File: src/rtl/adbg_pkg.sv
// Shared debug-top constants and the status word layout.
// No logic; no latency; no backpressure.
package adbg_pkg;

  localparam int DBG_TOP_STATUS_LEN = 16;
  localparam logic [3:0] DBG_TOP_STATUS_VERSION = 4'h1;

  typedef struct packed {
    logic [3:0] version;
    logic [7:0] nb_modules;
    logic       err;
    logic [2:0] rsvd;
  } dbg_top_status_t;

endpackage

File: src/rtl/adbg_top_sel_if.sv
// TAP-side DR controls, shared shift register and per-module select/TDO bundle.
// No logic; no latency; no backpressure (JTAG has no flow control).
interface adbg_top_sel_if #(
  parameter int NB_MODULES  = 4,
  parameter int DATAREG_LEN = 64
);
  logic                   tdi_i;
  logic                   tdo_o;
  logic                   shift_dr_i;
  logic                   update_dr_i;
  logic                   capture_dr_i;
  logic                   debug_select_i;
  logic [DATAREG_LEN-1:0] data_register_o;
  logic [NB_MODULES-1:0]  module_select_o;
  logic [NB_MODULES-1:0]  module_tdo_i;
  logic [NB_MODULES-1:0]  top_inhibit_i;
  logic                   select_err_o;

  modport master (
    output tdi_i, shift_dr_i, update_dr_i, capture_dr_i, debug_select_i,
           module_tdo_i, top_inhibit_i,
    input  tdo_o, data_register_o, module_select_o, select_err_o
  );

  modport slave (
    input  tdi_i, shift_dr_i, update_dr_i, capture_dr_i, debug_select_i,
           module_tdo_i, top_inhibit_i,
    output tdo_o, data_register_o, module_select_o, select_err_o
  );
endinterface

File: src/rtl/adbg_top_status.sv
// Status word capture/shift register (built only with ADBG_TOP_STATUS_EN).
// Loads on capture, shifts LSB-first one bit per TCK; no backpressure.
module adbg_top_status
  import adbg_pkg::*;
#(
  parameter int         NB_MODULES     = 4,
  parameter logic [3:0] STATUS_VERSION = DBG_TOP_STATUS_VERSION
) (
  input  logic tck_i,
  input  logic rst_i,
  input  logic capture_i,
  input  logic shift_i,
  input  logic err_i,
  output logic status_tdo_o
);

  dbg_top_status_t                status_word;
  logic [DBG_TOP_STATUS_LEN-1:0]  status_d, status_q;

  always_comb begin
    status_word.version    = STATUS_VERSION;
    status_word.nb_modules = NB_MODULES[7:0];
    status_word.err        = err_i;
    status_word.rsvd       = '0;

    status_d = status_q;
    if (capture_i) begin
      status_d = status_word;
    end else if (shift_i) begin
      status_d = {1'b0, status_q[DBG_TOP_STATUS_LEN-1:1]};
    end
  end

  always_ff @(posedge tck_i or posedge rst_i) begin
    if (rst_i) begin
      status_q <= '0;
    end else begin
      status_q <= status_d;
    end
  end

  assign status_tdo_o = status_q[0];

endmodule

File: src/rtl/adbg_top_sel.sv
// Debug module select and TDO routing; optional status word via ADBG_TOP_STATUS_EN.
// Select takes effect on the Update-DR edge; outputs are combinational from flops; no backpressure.
module adbg_top_sel
  import adbg_pkg::*;
#(
  parameter int         NB_MODULES       = 4,
  parameter int         MODULE_ID_LENGTH = 2,
  parameter int         DATAREG_LEN      = 64,
  parameter logic [3:0] STATUS_VERSION   = DBG_TOP_STATUS_VERSION
) (
  input  logic           tck_i,
  input  logic           rst_i,
  adbg_top_sel_if.slave  bus
);

  localparam int CW = $clog2(DATAREG_LEN + 1);
  localparam logic [CW-1:0]             CNT_MAX = CW'(DATAREG_LEN);
  localparam logic [CW-1:0]             SEL_MIN = CW'(MODULE_ID_LENGTH + 1);
  localparam logic [MODULE_ID_LENGTH:0] NB_W    = NB_MODULES[MODULE_ID_LENGTH:0];
  localparam logic [NB_MODULES-1:0]     ONE     = 1;

  logic [DATAREG_LEN-1:0]      sr_d, sr_q;
  logic [CW-1:0]               cnt_d, cnt_q;
  logic [MODULE_ID_LENGTH-1:0] id_d, id_q;
  logic                        vld_d, vld_q;
  logic                        err_d, err_q;
  logic [MODULE_ID_LENGTH-1:0] sel_id;
  logic                        status_tdo;

  assign sel_id = sr_q[DATAREG_LEN-2 -: MODULE_ID_LENGTH];

  always_comb begin
    sr_d  = sr_q;
    cnt_d = cnt_q;
    id_d  = id_q;
    vld_d = vld_q;
    err_d = err_q;
    if (bus.debug_select_i) begin
      if (bus.shift_dr_i) begin
        sr_d = {bus.tdi_i, sr_q[DATAREG_LEN-1:1]};
        if (cnt_q != CNT_MAX) cnt_d = cnt_q + 1'b1;
      end
      // Capture wins over the increment; update below still sees the pre-edge count.
      if (bus.capture_dr_i) cnt_d = '0;
      if (bus.update_dr_i && sr_q[DATAREG_LEN-1] && !(|bus.top_inhibit_i)) begin
        if (cnt_q < SEL_MIN) begin
          err_d = 1'b1;
        end else if ({1'b0, sel_id} < NB_W) begin
          id_d  = sel_id;
          vld_d = 1'b1;
          err_d = 1'b0;
        end else begin
          vld_d = 1'b0;
          err_d = 1'b1;
        end
      end
    end
  end

  always_ff @(posedge tck_i or posedge rst_i) begin
    if (rst_i) begin
      sr_q  <= '0;
      cnt_q <= '0;
      id_q  <= '0;
      vld_q <= 1'b0;
      err_q <= 1'b0;
    end else begin
      sr_q  <= sr_d;
      cnt_q <= cnt_d;
      id_q  <= id_d;
      vld_q <= vld_d;
      err_q <= err_d;
    end
  end

`ifdef ADBG_TOP_STATUS_EN
  adbg_top_status #(
    .NB_MODULES     (NB_MODULES),
    .STATUS_VERSION (STATUS_VERSION)
  ) u_status (
    .tck_i        (tck_i),
    .rst_i        (rst_i),
    .capture_i    (bus.debug_select_i && bus.capture_dr_i && !vld_q),
    .shift_i      (bus.debug_select_i && bus.shift_dr_i),
    .err_i        (err_q),
    .status_tdo_o (status_tdo)
  );
`else
  assign status_tdo = 1'b0;
`endif

  assign bus.data_register_o = sr_q;
  assign bus.module_select_o = vld_q ? (ONE << id_q) : '0;
  assign bus.tdo_o           = vld_q ? bus.module_tdo_i[id_q] : status_tdo;
  assign bus.select_err_o    = err_q;

endmodule

File: src/flat_wrapper.sv
// flat-port wrapper written by rule: the top's interface ports become plain ports
module adbg_top_sel_flat import adbg_pkg::*;
#(
  parameter int         NB_MODULES       = 4,
  parameter int         MODULE_ID_LENGTH = 2,
  parameter int         DATAREG_LEN      = 64,
  parameter logic [3:0] STATUS_VERSION   = DBG_TOP_STATUS_VERSION
)
  (tck_i, rst_i, bus_tdi_i, bus_shift_dr_i, bus_update_dr_i, bus_capture_dr_i, bus_debug_select_i, bus_module_tdo_i, bus_top_inhibit_i, bus_tdo_o, bus_data_register_o, bus_module_select_o, bus_select_err_o);
  adbg_top_sel_if #(.NB_MODULES(NB_MODULES), .DATAREG_LEN(DATAREG_LEN)) bus_i ();
  input  logic tck_i;
  input  logic rst_i;
  input wire logic [$bits(bus_i.tdi_i)-1:0] bus_tdi_i;
  input wire logic [$bits(bus_i.shift_dr_i)-1:0] bus_shift_dr_i;
  input wire logic [$bits(bus_i.update_dr_i)-1:0] bus_update_dr_i;
  input wire logic [$bits(bus_i.capture_dr_i)-1:0] bus_capture_dr_i;
  input wire logic [$bits(bus_i.debug_select_i)-1:0] bus_debug_select_i;
  input wire logic [$bits(bus_i.module_tdo_i)-1:0] bus_module_tdo_i;
  input wire logic [$bits(bus_i.top_inhibit_i)-1:0] bus_top_inhibit_i;
  output wire logic [$bits(bus_i.tdo_o)-1:0] bus_tdo_o;
  output wire logic [$bits(bus_i.data_register_o)-1:0] bus_data_register_o;
  output wire logic [$bits(bus_i.module_select_o)-1:0] bus_module_select_o;
  output wire logic [$bits(bus_i.select_err_o)-1:0] bus_select_err_o;
  assign bus_i.tdi_i = bus_tdi_i;
  assign bus_i.shift_dr_i = bus_shift_dr_i;
  assign bus_i.update_dr_i = bus_update_dr_i;
  assign bus_i.capture_dr_i = bus_capture_dr_i;
  assign bus_i.debug_select_i = bus_debug_select_i;
  assign bus_i.module_tdo_i = bus_module_tdo_i;
  assign bus_i.top_inhibit_i = bus_top_inhibit_i;
  assign bus_tdo_o = bus_i.tdo_o;
  assign bus_data_register_o = bus_i.data_register_o;
  assign bus_module_select_o = bus_i.module_select_o;
  assign bus_select_err_o = bus_i.select_err_o;
  adbg_top_sel #(.NB_MODULES(NB_MODULES), .MODULE_ID_LENGTH(MODULE_ID_LENGTH), .DATAREG_LEN(DATAREG_LEN), .STATUS_VERSION(STATUS_VERSION)) u_core (.tck_i(tck_i), .rst_i(rst_i), .bus(bus_i));
endmodule
File: config.mk
export PLATFORM = sky130hd
export DESIGN_NAME = adbg_top_sel_flat
export DESIGN_NICKNAME = d
export VERILOG_FILES = /design/src/rtl/adbg_pkg.sv /design/src/rtl/adbg_top_sel_if.sv /design/src/rtl/adbg_top_status.sv /design/src/rtl/adbg_top_sel.sv /design/src/flat_wrapper.sv
export SDC_FILE = /design/constraint.sdc
export NUM_CORES = 1
export LEC_CHECK = 0
export CAP_MARGIN = 20
export CORE_MARGIN = 5
export CORE_UTILIZATION = 43
export DETAILED_ROUTE_END_ITERATION = 10
export GPL_TIMING_DRIVEN = 0
export HOLD_SLACK_MARGIN = 0.06
export PLACE_DENSITY = 0.86
export REMOVE_ABC_BUFFERS = 1
export SLEW_MARGIN = 20
export SYNTH_ARGS = -nofsm -noshare
export SYNTH_HDL_FRONTEND = slang
export SYNTH_SLANG_ARGS = --single-unit
File: constraint.sdc
create_clock -name tck_i -period 2.4 [get_ports tck_i]
set_input_delay 0.36 -clock tck_i [delete_from_list [all_inputs] [get_ports tck_i]]
set_output_delay 0.36 -clock tck_i [all_outputs]
set_load 0.02 [all_outputs]
**After elaboration in Yosys (flattened, before gate mapping)**

Cells that the tools add are included.

- Flip-flop bits (word level): 75
- Bits of input ports: 15
- Output and inout port bits: 70
- Word-level logic and storage cells: 29

- Add/subtract/negate cells: 1
- $lt $le $gt $ge: 2
- Equality and inequality tests: 1
- Shift operators: 1
- Mux-type cells: 8
- Bitwise logic cells: 1
- Reduce and logical (&&, ||, !) cells: 10

Operators with widths:

| kind | number |
|---|---|
| $mux 7 | 3 |
| $add 7x1->7 const B | 1 |
| $lt 7x2->1 const B | 1 |
| $ne 7x7->1 const B | 1 |
| $reduce_and 3->1 | 2 |
| $mux 4 | 1 |
| $reduce_and 2->1 | 2 |
| $reduce_bool 2->1 | 2 |
| $reduce_or 4->1 | 1 |
| $shl 1x2->4 const A | 1 |
| $lt 2x3->1 const B | 1 |
| $mux 1 | 3 |
| $bmux 1 s2 | 1 |
| $logic_and 1x1->1 | 2 |
| $logic_not 1->1 | 1 |
| $not 1->1 | 1 |

**Logic depth before layout (Yosys ltp)**

- Word-level depth: 4
- Mapped depth: 5
- Depth with buffers taken out: 5

**Worst setup path before layout**

OpenSTA, ideal clock, no wires.

- Kind: flip-flop to output port
- Start: reg u_core.id_q[0]
- End: out bus_tdo_o
- Data arrival time: 1.110 ns
- Data required time: 2.040 ns
- Slack: 0.930 ns
- Stages on the path, launching flop included: 3
- Buffers on the path: 0
- Cell sequence: dfrtp_1 mux4_2 and2_1

- Word-level cells in the longest chain between the ends: 3

Ends and longest elaborated chain:

| item | RTL line | source |
|---|---|---|
| from (decl) | adbg_top_sel.sv:24 | `logic [MODULE_ID_LENGTH-1:0] id_d, id_q;` |
| from (signal assigned) | adbg_top_sel.sv:70 | `id_q <= id_d;` |
| $bmux 1 s2 | adbg_top_sel.sv:94 | `assign bus.tdo_o = vld_q ? bus.module_tdo_i[id_q] : status_tdo;` |
| $mux 1 (not written as such) | adbg_top_sel.sv:94 |  |
| $mux 1 | adbg_top_sel.sv:94 |  |
| to (decl) | flat_wrapper.sv:20 | `output wire logic [$bits(bus_i.tdo_o)-1:0] bus_tdo_o;` |

Every way passes these cells. The select of a mux whose other input is x is not followed.

**Worst setup path in the final report**

Ends and elaborated chain as after synthesis.

==> results.toml <==
[synth]
synth_edf_count = 0
synth_cells = 201
ys_async_sr_fraction = 1.00
synth_top_family_by_area = "multiplexers"
synthSimpleGateAreaFrac = 0.0648
syn_area_mm2 = 0.00303
netlist.area_leader.share = 0.619
synth_compound_area_frac = 0.0248
yosysTopAreaCell = "dfrtp_1"
synthMuxAreaShare = 0.256
synth_flop_cell = "dfrtp_1"
ys_seq_area_frac = 0.619
synth_xor_area_frac = 0.00578
yosysWarnings = 0
synthAdderAreaFrac = 0.00825
syn_avg_cell_area_um2 = 15.1
synth.distinct_cells = 31
synthTopCellsByArea = "dfrtp_1, mux2_2, buf_2, a21oi_1, nor3b_1"
synth_seq_cells = 75

[timing]
worst_slack_ns = 0.100
fin_skew_ns = 0.00504
worst_pin_slew_ns = 0.510
setup_viol = 0
clock.fmax_ghz = 0.435
slew_violations = 0
hold-worst-slack_ns = 0.411
hold_violations = 0
rsz0062_at_grt = "false"
fin_crit_sh = 0.958
relSlewSlack = 0.659
period_needed_ns = 2.30

[route]
first_iter_violations = 50
wl_per_cell_um = 14.7
drt_wl_total_mm = 5.70
drc_errors = 0
detail-route-antenna-nets = 0
viasPerCell = 4.94
vias = 1918
firstDrtPassIters = 4

[finish]
final_common_cell = "clkdlybuf4s50_1"
fill_cells = 567
drive_gt1_frac = 0.318
area_growth_pct = 38.1
nNetsFinal = 306
n_antenna_cell = 0
layout_common_cells = "clkdlybuf4s50_1, dfrtp_1, mux2_2"
final_cells = 388

[placement]
hpwl_mm = 4.14
post-place-ws_ns = -0.0627
port_buffers = 84
gp_congestion = 0.790
placed_cells = 374

[worst_setup_path]
crit_path_max_incr_delay_ns = 0.53
crit_fanout = 6
worstSetupPathType = "reg2out"
r2r_start = "u_core.cnt_q[3]"
slowest_stage = "clkdlybuf4s50_1"
reg2reg_to = "u_core.id_q[0]"
start_kind = "flip-flop"
cp_num_buf_inv = 1
crit_family = "buffers and inverters"
path_cells = "mux4_2 > and2_1 > clkdlybuf4s50_1"
worst_ep_required_time_ns = 2.04
end_kind = "output port"
r2r_slack_ns = 0.80
cp.arrival_ns = 1.94
rr_worst_depth = 4

[clock_tree]
cts_hold_buf = 0
clk_pin_slew_worst_paths_ns = 0.07
root_buffer = "clkbuf_8"
clock_sinks = 75
cts_tree = "yes"
clk_latency_ns = 0.33
clk_path_buf_depth = 2
cts.htree.levels = 3
cts-buffers-inserted = 9

[pwr]
p_sw_mw = 0.898
combPwrFrac = 0.234
powerDensity_mw_per_mm2 = 761
power.share.clock = 0.282
p_leak_nw = 1.92
ir_drop_v = 0.000330
switching_share = 0.282
p_seq_frac = 0.484
p_int_mw = 2.29

[floorplanning]
start_util = 0.444
dieArea_mm2 = 0.00883
num_rows = 30
die_h_um = 94.0
coreArea_mm2 = 0.00683
io-pin-count = 85
die_w_um = 94.0

[global_route]
grt_max_degree = 40
grt_pass1_wl_mm = 9.85
grt_pass1_vias = 2057
grt_util_all_layers = 0.142
grt.overflow.total = 0
antenna_found_initial = 0

[run]
cap_viol_max_count = 0

[run_status]
status = "finished, final reports clean"

[worst_hold_path]
hold_path_class = "in2async"
-- flip-flops by register name, summed over array words and instances, names as in the netlist --
signal                      flops
u_core.cnt_q                    7
u_core.id_q                     2
u_core.vld_q                    1
u_core.bus.data_register_o     64
u_core.bus.select_err_o         1
-- cell type report --
type | count | area (um^2) | share of cell area
multi-input combinational | 111 | 1100 | 0.262
clock inverter | 1 | 7.51 | 0.00179
clock buffer | 13 | 179 | 0.0427
tap | 96 | 120 | 0.0287
timing repair buffer | 86 | 881 | 0.210
sequential | 75 | 1880 | 0.448
inverter | 6 | 25.0 | 0.00597
-- kinds of logic (layout without fill, tap and decap cells) --
family / count (synthesis) / in the layout
compound gates: 12 / 12
mux: 68 / 68
fa+ha+maj: 2 / 2
buf+inv: 15 / 106
flops: 75 / 75
simple gates: 27 / 27
xor+xnor: 2 / 2
-- per-layer routing --
metal	wire length, um	vias up	GRT usage
li1	-	889	-
met1	2400	968	0.177
met4	86	0	0.0578
met5	0	-	0
met2	2870	53	0.226
met3	346	8	0.0457
-- stage by stage --
stage	area [um^2]	util	TNS [ns]	power (mW)
2_1_floorplan	2990	-	0	1.94
3_3_place_gp	3950	0.578	-161.44	2.30
3_5_place_dp	4000	0.586	-0.100	2.33
4_1_cts	4190	0.613	0	3.24
5_1_grt	4190	0.613	0	3.35
6_report	4190	0.613	0	3.19
-- power by group through the flow --
stage | Sequential, mW | Combinational (mW) | Clock [mW]
floorplan | 1.69 | 0.242 | 0
global placement | 1.56 | 0.738 | 0
detailed placement | 1.57 | 0.762 | 0
CTS | 1.54 | 0.763 | 0.932
global route | 1.57 | 0.797 | 0.984
finish | 1.54 | 0.748 | 0.898
-- synthesized netlist by cell type, types with 2 or more instances --
library cell	n
nand2_1	5
buf_2	7
nor3b_1	4
inv_1	6
nand3_1	3
dfrtp_1	75
ha_1	2
a21oi_1	6
nand4_1	2
o22ai_1	3
xnor2_1	2
mux2_2	67
-- repair_timing --
| action | CTS | global route |
|---|---|---|
| resized for setup | 0 | 1 |
| buffers inserted | 0 | 0 |
| endpoints found under the setup margin | 0 | 1 |
-- worst max-delay path by stage --
| stage | startpoint | end | depth (start not counted) | slack (ns) |
|---|---|---|---|---|
| after CTS | u_core.id_q[0] | bus_tdo_o | 3 | 0.02 |
| after detailed placement | bus_debug_select_i | u_core.cnt_q[5] | 6 | -0.06 |
| after global placement | bus_debug_select_i | u_core.cnt_q[5] | 5 | -1.37 |
| after floorplan | bus_debug_select_i | u_core.bus.data_register_o[0] | 2 | 0.05 |
| final | u_core.id_q[0] | bus_tdo_o | 3 | 0.10 |
| after global routing | u_core.id_q[0] | bus_tdo_o | 3 | 0.01 |
(Power assumes the default switching activity.)
